### config.mk
export PLATFORM = sky130hd
export DESIGN_NAME = atm_menu_ctrl
export DESIGN_NICKNAME = d
export VERILOG_FILES = /design/src/rtl/atm_menu_ctrl.sv
export SDC_FILE = /design/constraint.sdc
export NUM_CORES = 1
export LEC_CHECK = 0
export ABC_AREA = 1
export ABC_CLOCK_PERIOD_IN_PS = 1670
export CORE_ASPECT_RATIO = 0.9
export CORE_UTILIZATION = 50
export DETAILED_ROUTE_END_ITERATION = 6
export PLACE_DENSITY = 0.69
export SLEW_MARGIN = 15
export SYNTH_ARGS = -nofsm -noshare
export SYNTH_HDL_FRONTEND = slang
export SYNTH_SLANG_ARGS = --single-unit
### constraint.sdc
create_clock -name clk -period 1.67 [get_ports clk]
set_clock_uncertainty 0.05 [all_clocks]
set_input_delay 0.501 -clock clk [delete_from_list [all_inputs] [get_ports clk]]
set_output_delay 0.501 -clock clk [all_outputs]
set_load 0.02 [all_outputs]
### src/rtl/atm_menu_ctrl.sv
// Menu sequencer for the crypto ATM front panel.
// Conditions the four push-buttons (synchronize, debounce, edge-detect),
// tracks the selected screen, runs the two-step select/confirm sequence,
// issues a one-cycle action strobe, and falls back to screen 0 when idle.
//
// Handshake: action_go is a single-cycle strobe with no back-pressure;
// action_id is valid only in the cycle action_go is high.
//
// Button index order used internally: 0=up, 1=down, 2=left, 3=right.
module atm_menu_ctrl #(
   parameter int unsigned     DEBOUNCE_CYCLES = 1000000,
   parameter longint unsigned TIMEOUT_CYCLES  = 64'd3000000000,
   parameter int unsigned     CONFIRM_CYCLES  = 500000000
) (
   input  logic       clk,
   input  logic       rst_n,
   input  logic       BTNU,
   input  logic       BTND,
   input  logic       BTNL,
   input  logic       BTNR,
   output logic [1:0] screen_sel,
   output logic [3:0] screen_rst,
   output logic       confirm_pending,
   output logic       action_go,
   output logic [1:0] action_id,
   output logic [1:0] dbg_state_o
);

   localparam int DW = $clog2(DEBOUNCE_CYCLES + 1);
   localparam int TW = $clog2(TIMEOUT_CYCLES + 1);
   localparam int CW = $clog2(CONFIRM_CYCLES + 1);

   localparam int B_U = 0;
   localparam int B_D = 1;
   localparam int B_L = 2;
   localparam int B_R = 3;

   typedef enum logic [1:0] {
      BROWSE  = 2'd0,
      CONFIRM = 2'd1,
      COMMIT  = 2'd2
   } state_t;

   // ---------------------------------------------------------------------
   // Button conditioning
   // ---------------------------------------------------------------------
   logic [3:0]    btn_raw;
   logic [3:0]    sync1_q;
   logic [3:0]    sync2_q;
   logic [3:0]    level_q;
   logic [3:0]    level_d;
   logic [3:0]    level_prev_q;
   logic [DW-1:0] db_cnt_q [4];
   logic [DW-1:0] db_cnt_d [4];
   logic [3:0]    press;

   assign btn_raw = {BTNR, BTNL, BTND, BTNU};

   // Synchronizer, debounce counters and accepted-level history.
   always_ff @(posedge clk or negedge rst_n) begin
      if (!rst_n) begin
         sync1_q      <= '0;
         sync2_q      <= '0;
         level_q      <= '0;
         level_prev_q <= '0;
         for (int i = 0; i < 4; i++) begin
            db_cnt_q[i] <= '0;
         end
      end else begin
         sync1_q      <= btn_raw;
         sync2_q      <= sync1_q;
         level_q      <= level_d;
         level_prev_q <= level_q;
         for (int i = 0; i < 4; i++) begin
            db_cnt_q[i] <= db_cnt_d[i];
         end
      end
   end

   // A differing synchronized level must persist DEBOUNCE_CYCLES samples;
   // any return to the accepted level reloads the counter.
   always_comb begin
      level_d = level_q;
      for (int i = 0; i < 4; i++) begin
         db_cnt_d[i] = '0;
         if (sync2_q[i] != level_q[i]) begin
            if (db_cnt_q[i] == DW'(DEBOUNCE_CYCLES - 1)) begin
               level_d[i] = sync2_q[i];
            end else begin
               db_cnt_d[i] = db_cnt_q[i] + DW'(1);
            end
         end
      end
   end

   assign press = level_q & ~level_prev_q;

   // ---------------------------------------------------------------------
   // Inactivity and confirm-window timers
   // ---------------------------------------------------------------------
   state_t        state_q;
   state_t        state_d;
   logic [TW-1:0] tmo_cnt_q;
   logic [TW-1:0] tmo_cnt_d;
   logic [CW-1:0] conf_cnt_q;
   logic [CW-1:0] conf_cnt_d;
   logic          any_press;
   logic          timeout_hit;
   logic          conf_expired;

   assign any_press    = |press;
   // A press in the same cycle wins over the timeout.
   assign timeout_hit  = (tmo_cnt_q == TW'(TIMEOUT_CYCLES)) && !any_press;
   assign conf_expired = (conf_cnt_q == CW'(CONFIRM_CYCLES - 1));

   // Timer next-state: inactivity saturates, confirm window counts only in CONFIRM.
   always_comb begin
      tmo_cnt_d  = tmo_cnt_q;
      conf_cnt_d = '0;
      if (any_press) begin
         tmo_cnt_d = '0;
      end else if (tmo_cnt_q != TW'(TIMEOUT_CYCLES)) begin
         tmo_cnt_d = tmo_cnt_q + TW'(1);
      end
      if (state_q == CONFIRM) begin
         conf_cnt_d = conf_cnt_q + CW'(1);
      end
   end

   // ---------------------------------------------------------------------
   // Menu FSM
   // ---------------------------------------------------------------------
   logic [1:0] sel_q;
   logic [1:0] sel_d;
   logic [1:0] act_id_q;
   logic [1:0] act_id_d;
   logic [3:0] screen_rst_q;
   logic [3:0] screen_rst_d;
   logic       pending_q;
   logic       go_q;
   logic       ud_clash;

   assign ud_clash = press[B_U] & press[B_D];

   // Next state, next screen and latched action id.
   always_comb begin
      state_d  = state_q;
      sel_d    = sel_q;
      act_id_d = act_id_q;
      case (state_q)
         BROWSE: begin
            if (timeout_hit) begin
               sel_d = 2'd0;
            end else if (press[B_L]) begin
               sel_d = 2'd0;
            end else if (press[B_R]) begin
               state_d  = CONFIRM;
               act_id_d = sel_q;
            end else if (!ud_clash && press[B_D]) begin
               sel_d = sel_q + 2'd1;
            end else if (!ud_clash && press[B_U]) begin
               sel_d = sel_q - 2'd1;
            end
         end
         CONFIRM: begin
            if (timeout_hit) begin
               state_d = BROWSE;
               sel_d   = 2'd0;
            end else if (press[B_L]) begin
               state_d = BROWSE;
            end else if (press[B_R]) begin
               state_d = COMMIT;
            end else if (conf_expired) begin
               state_d = BROWSE;
            end
         end
         COMMIT: begin
            state_d = BROWSE;
         end
         default: begin
            state_d = BROWSE;
         end
      endcase
   end

   // A screen change holds every scroller in restart for one cycle so the
   // newly selected one starts from its first character.
   always_comb begin
      screen_rst_d = ~(4'b0001 << sel_d);
      if (sel_d != sel_q) begin
         screen_rst_d = 4'b1111;
      end
   end

   // State and registered outputs.
   always_ff @(posedge clk or negedge rst_n) begin
      if (!rst_n) begin
         state_q      <= BROWSE;
         sel_q        <= 2'd0;
         act_id_q     <= 2'd0;
         screen_rst_q <= 4'b1111;
         pending_q    <= 1'b0;
         go_q         <= 1'b0;
         tmo_cnt_q    <= '0;
         conf_cnt_q   <= '0;
      end else begin
         state_q      <= state_d;
         sel_q        <= sel_d;
         act_id_q     <= act_id_d;
         screen_rst_q <= screen_rst_d;
         pending_q    <= (state_d == CONFIRM);
         go_q         <= (state_d == COMMIT);
         tmo_cnt_q    <= tmo_cnt_d;
         conf_cnt_q   <= conf_cnt_d;
      end
   end

   assign screen_sel      = sel_q;
   assign screen_rst      = screen_rst_q;
   assign confirm_pending = pending_q;
   assign action_go       = go_q;
   assign action_id       = act_id_q;
   assign dbg_state_o     = state_q;

endmodule

==> results of run 1 <==
flip-flops by register name, indices dropped and copies added, names as in the netlist:
name / count
screen_sel: 2
tmo_cnt_q: 32
level_q: 4
sync2_q: 4
action_go: 1
screen_rst: 4
conf_cnt_q: 29
sync1_q: 4
level_prev_q: 4
db_cnt_q: 80
dbg_state_o: 2
action_id: 2
confirm_pending: 1
layout make-up:
type                    count  area, um2
flip-flops and latches    169       4250
well taps                 240        300
inverters                 152        579
repair buffers            144       1240
repair inverters            1       7.51
clock inverters            14        234
fillers                  1378       5770
clock buffers              18        439
multi-input cells         794       4850
cells in the final DEF, fill, tap and decap left out, types with 23 or more instances in the layout:
cell,instances
nand3_1,34
nand4_1,52
a21oi_1,36
xor2_1,52
inv_2,26
nor3_1,36
nor2_1,170
nand2_1,182
nand2_2,23
dfrtp_1,154
inv_1,122
buf_4,107
cell families after synthesis:
family,after synthesis,share of synthesized area [%]
muxes,4,0.498
AOI/OAI and AO/OA,81,4.79
DFF,169,46.8
xor gates and xnor gates,60,5.81
adders and majority gates,7,0.969
buffers and inverters,162,6.81
and+or+nand+nor,642,34.3
what timing repair did:
action,4_1_cts,5_1_grt
endpoints found under the setup margin,34,106
hold buffers,1,0
pin swaps,10,76
cloned,1,0
hold endpoints to repair,18,0
buffers inserted,8,48
gates resized for setup,60,194
layer usage:
layer	vias up	GRT usage, %
met1	3888	33.3
met4	0	6.45
met2	233	38.8
li1	3970	-
met3	52	4.88
met5	-	0
power groups by stage:
stage / Clock [mW] / Combinational [mW] / Sequential, mW
3_3_place_gp: 0 / 0.225 / 4.22
4_1_cts: 4.59 / 0.237 / 4.15
2_1_floorplan: 0 / 0.0713 / 4.22
3_5_place_dp: 0 / 0.226 / 4.22
5_1_grt: 4.78 / 0.286 / 4.15
6_report: 4.52 / 0.249 / 4.15
per-stage QoR:
stage                     worst slack [ps]  area, um2  total power [mW]  cells
final                                 -140      11900              8.93   1532
after CTS                            -56.2      10800              8.97   1484
after floorplan                        108       9040              4.29   1125
after global routing                  -217      11900              9.22   1532
after global placement                19.7      10100              4.45   1442
after detailed placement             -65.5      10100              4.45   1442
how the worst max path moves through the flow:
| stage | end | from | slack, ps |
|---|---|---|---|
| 2_1_floorplan | conf_cnt_q[12]$_DFF_PN0_ | conf_cnt_q[0]$_DFF_PN0_ | 110 |
| 3_3_place_gp | screen_rst[2]$_DFF_PN1_ | tmo_cnt_q[4]$_DFFE_PN0N_ | 20 |
| 3_5_place_dp | db_cnt_q[72]$_DFF_PN0_ | db_cnt_q[60]$_DFF_PN0_ | -70 |
| 4_1_cts | action_id[1]$_DFFE_PN0P_ | tmo_cnt_q[0]$_DFFE_PN0N_ | -60 |
| 5_1_grt | screen_rst[2]$_DFF_PN1_ | tmo_cnt_q[27]$_DFFE_PN0N_ | -220 |
| 6_report | screen_rst[1]$_DFF_PN1_ | tmo_cnt_q[30]$_DFFE_PN0N_ | -140 |
synth_stat cells, drive strengths merged:
library cell  number
nor2             207
nand3b             2
or2                3
or3b               1
a211oi             5
nor3              69
a2bb2oi            1
and3b              1
xor2              52
and2               1
o21a               3
a22oi              1
a31oi              1
mux2               4
dfstp              4
o21ai             31
and3               6
nand4             53
nand3             53
dfrtp            165
buf                5
inv              151
xnor2              8
nor3b             10
nand2            215
a21oi             39
clkinv             1
clkbuf             5
nor4              21
ha                 7
worst reg2reg max path, stage by stage (launching register included):
cell and delay (ps):
dfrtp_1 430, inv_1 120, nand2_1 100, nor2_1 160, nand2_1 120, nor2_2 200
nand3_4 180, nand2_2 110, nor2_1 40, nor2_1 120, nand4_1 110
==> metrics.log, run 1 <==
INFO  metric critical_path.startpoint_type = flip-flop
INFO  metric synth.ff_latch_count = between 150 and 200
INFO  metric final_layout_size_suffix_gt1_share = 28.9%
INFO  metric synthesis.nets = roughly 1100
INFO  metric synth.lib_cells_used.distinct = 42
INFO  metric grt_first_pass_wirelength = 35300 um
INFO  metric clock_sink_count = between 150 and 200
INFO  metric finalMaxSlewViolations = 0
INFO  metric fin_crit_sh = 108%
INFO  metric synth_area_per_cell = 8.04 um2
INFO  metric timing.critical_path.depth = 10
INFO  metric crit_required = around 2000 ps
INFO  metric synth_cells = between 1000 and 1500
INFO  metric route.met3.wl = between 1000 and 1500 um
INFO  metric switching_power = around 2.0 mW
INFO  metric ant_nets = 0
INFO  metric drt_pass1_iterations = 5
INFO  metric timing.critical_path.buf_inv = 1
INFO  metric area.growth.synth_to_final = 31.6%
INFO  metric maximum_fanout_encountered_on_the_critical_timing_path = 6
INFO  metric hold_path.startpoint = sync1_q[1]$_DFF_PN0_
INFO  metric antenna-diode-count = 0
INFO  metric syn_area = between 9000 and 10000 um2
INFO  metric yosys_warnings = 0
INFO  metric timing.final.setup_violations = 22
INFO  metric cts_inserted_buffers = 17
INFO  metric totalNegativeSetupSlack = -981 ps
INFO  metric power.switching_fraction = about 22%
INFO  metric area_share_of_the_leading_cell_type_in_the_synthesized_netlist = 45.7%
INFO  metric whs_endpoint = sync2_q[1]$_DFF_PN0_
INFO  metric core_area = 17700 um2
INFO  metric met2WireLength = roughly 11000 um
INFO  metric worst_skew_pair_latency = approximately 430 ps
INFO  metric r2r_end = screen_rst[1]$_DFF_PN1_
INFO  metric die-height = 130 um
INFO  metric place.gp.congestion = 0.944
INFO  metric holdCritPathClass = flip-flop to flip-flop
INFO  metric critPathTopFamily = simple AND/OR/NAND/NOR gates
INFO  metric leakage = between 5 and 6 nW
INFO  metric final_hold_viol_count = 0
INFO  metric total_number_of_vias = a little over 8000
INFO  metric die_area = 18600 um2
INFO  metric grt_use_total = between 20% and 30%
INFO  metric totalWireLength = approximately 23000 um
INFO  metric h-tree-depth = 4
INFO  metric worst_relative_slew_slack = about three quarters
INFO  metric top_signal_layer_used = met4
INFO  metric p_seq_share = between 40% and 50%
INFO  metric initial_core_util = approximately 50%
INFO  metric critical_path.cell_chain = inv_1 -> nand2_1 -> nor2_1 -> nand2_1 -> nor2_2 -> nand3_4 -> nand2_2 -> nor2_1 -> nor2_1 -> nand4_1
INFO  metric worstSetupEndpointType = flip-flop
INFO  metric post-route-drc-count = 0
INFO  metric max_cap_viol_count = 0
INFO  metric grt_antenna_before_repair = 0
INFO  metric timing.critical_path.mode_cell = nor2_1
INFO  metric clock_power_share = 50.7%
INFO  metric outcome = finished with violations
INFO  metric hold_critical_path_depth = 0
INFO  metric worst_ep_arrival_time = approximately 2100 ps
INFO  metric max_slew.worst_pin.slew = 360 ps
INFO  metric grt.overflow.total = 0
INFO  metric final_util = around two thirds
INFO  metric timing.setup.critical_path_class = flip-flop to flip-flop
INFO  metric die_width = 144 um
INFO  metric route.detailed.wl_per_inst = between 15 and 20 um
INFO  metric rsz0062_at_grt = yes
INFO  metric timing.reg2reg.worst_path_depth = 10
INFO  metric fmaxAchievable = approximately 550 MHz
INFO  metric max-vdd-ir-drop = between 0.8 and 0.9 mV
INFO  metric via_count_of_the_first_global_routing_pass = 7439
INFO  metric setup.reg_to_reg.worst_slack = -140 ps
INFO  metric detailedPlacementHpwl = between 10000 and 15000 um
INFO  metric synth_area_leader_cell = dfrtp_1
INFO  metric comb_power_share = roughly 2.8%
INFO  metric grt_max_degree = 50
INFO  metric cts_tree = built
INFO  metric synth.top_cells.by_area = dfrtp_1 46%, nand2_1 8.4%, nor2_1 7.9%
INFO  metric cts.path.max_buffers = 2
INFO  metric io_buffers = 17
INFO  metric design.portCount = 18
INFO  metric std_cell_rows = 46
INFO  metric cell_internal_pwr = approximately 7.0 mW
INFO  metric finalWorstPathRequiredPeriod = 1810 ps
INFO  metric worstReg2RegStart = tmo_cnt_q[30]$_DFFE_PN0N_
INFO  metric nets = 1292
INFO  metric met1Wirelength = roughly 10000 um
INFO  metric hold_slack = around 300 ps
INFO  metric clk_pin_slew_worst_paths = 70 ps
INFO  metric pwr_density_cell = 750 nW/um2
INFO  metric root_buffer = clkbuf_16
INFO  metric worst_path_largest_cell_delay = ~430 ps
INFO  metric violated_checks = negative setup slack
INFO  metric post_drt_via_cell_ratio = 5.32
INFO  metric layout_setup_ws = -140 ps
INFO  metric worst_path_max_delay_cell = dfrtp_1
INFO  metric drt-initial-drc-count = 546
INFO  metric ys_seq_area_share = about 47%
(Power assumes the default switching activity.)
==> inputs of run 2 (changes only) <==
- HOLD_SLACK_MARGIN: not set -> 0.03
==> results of run 2 <==
Same layout as run 1: the final DEF is identical, and so are final timing and power.
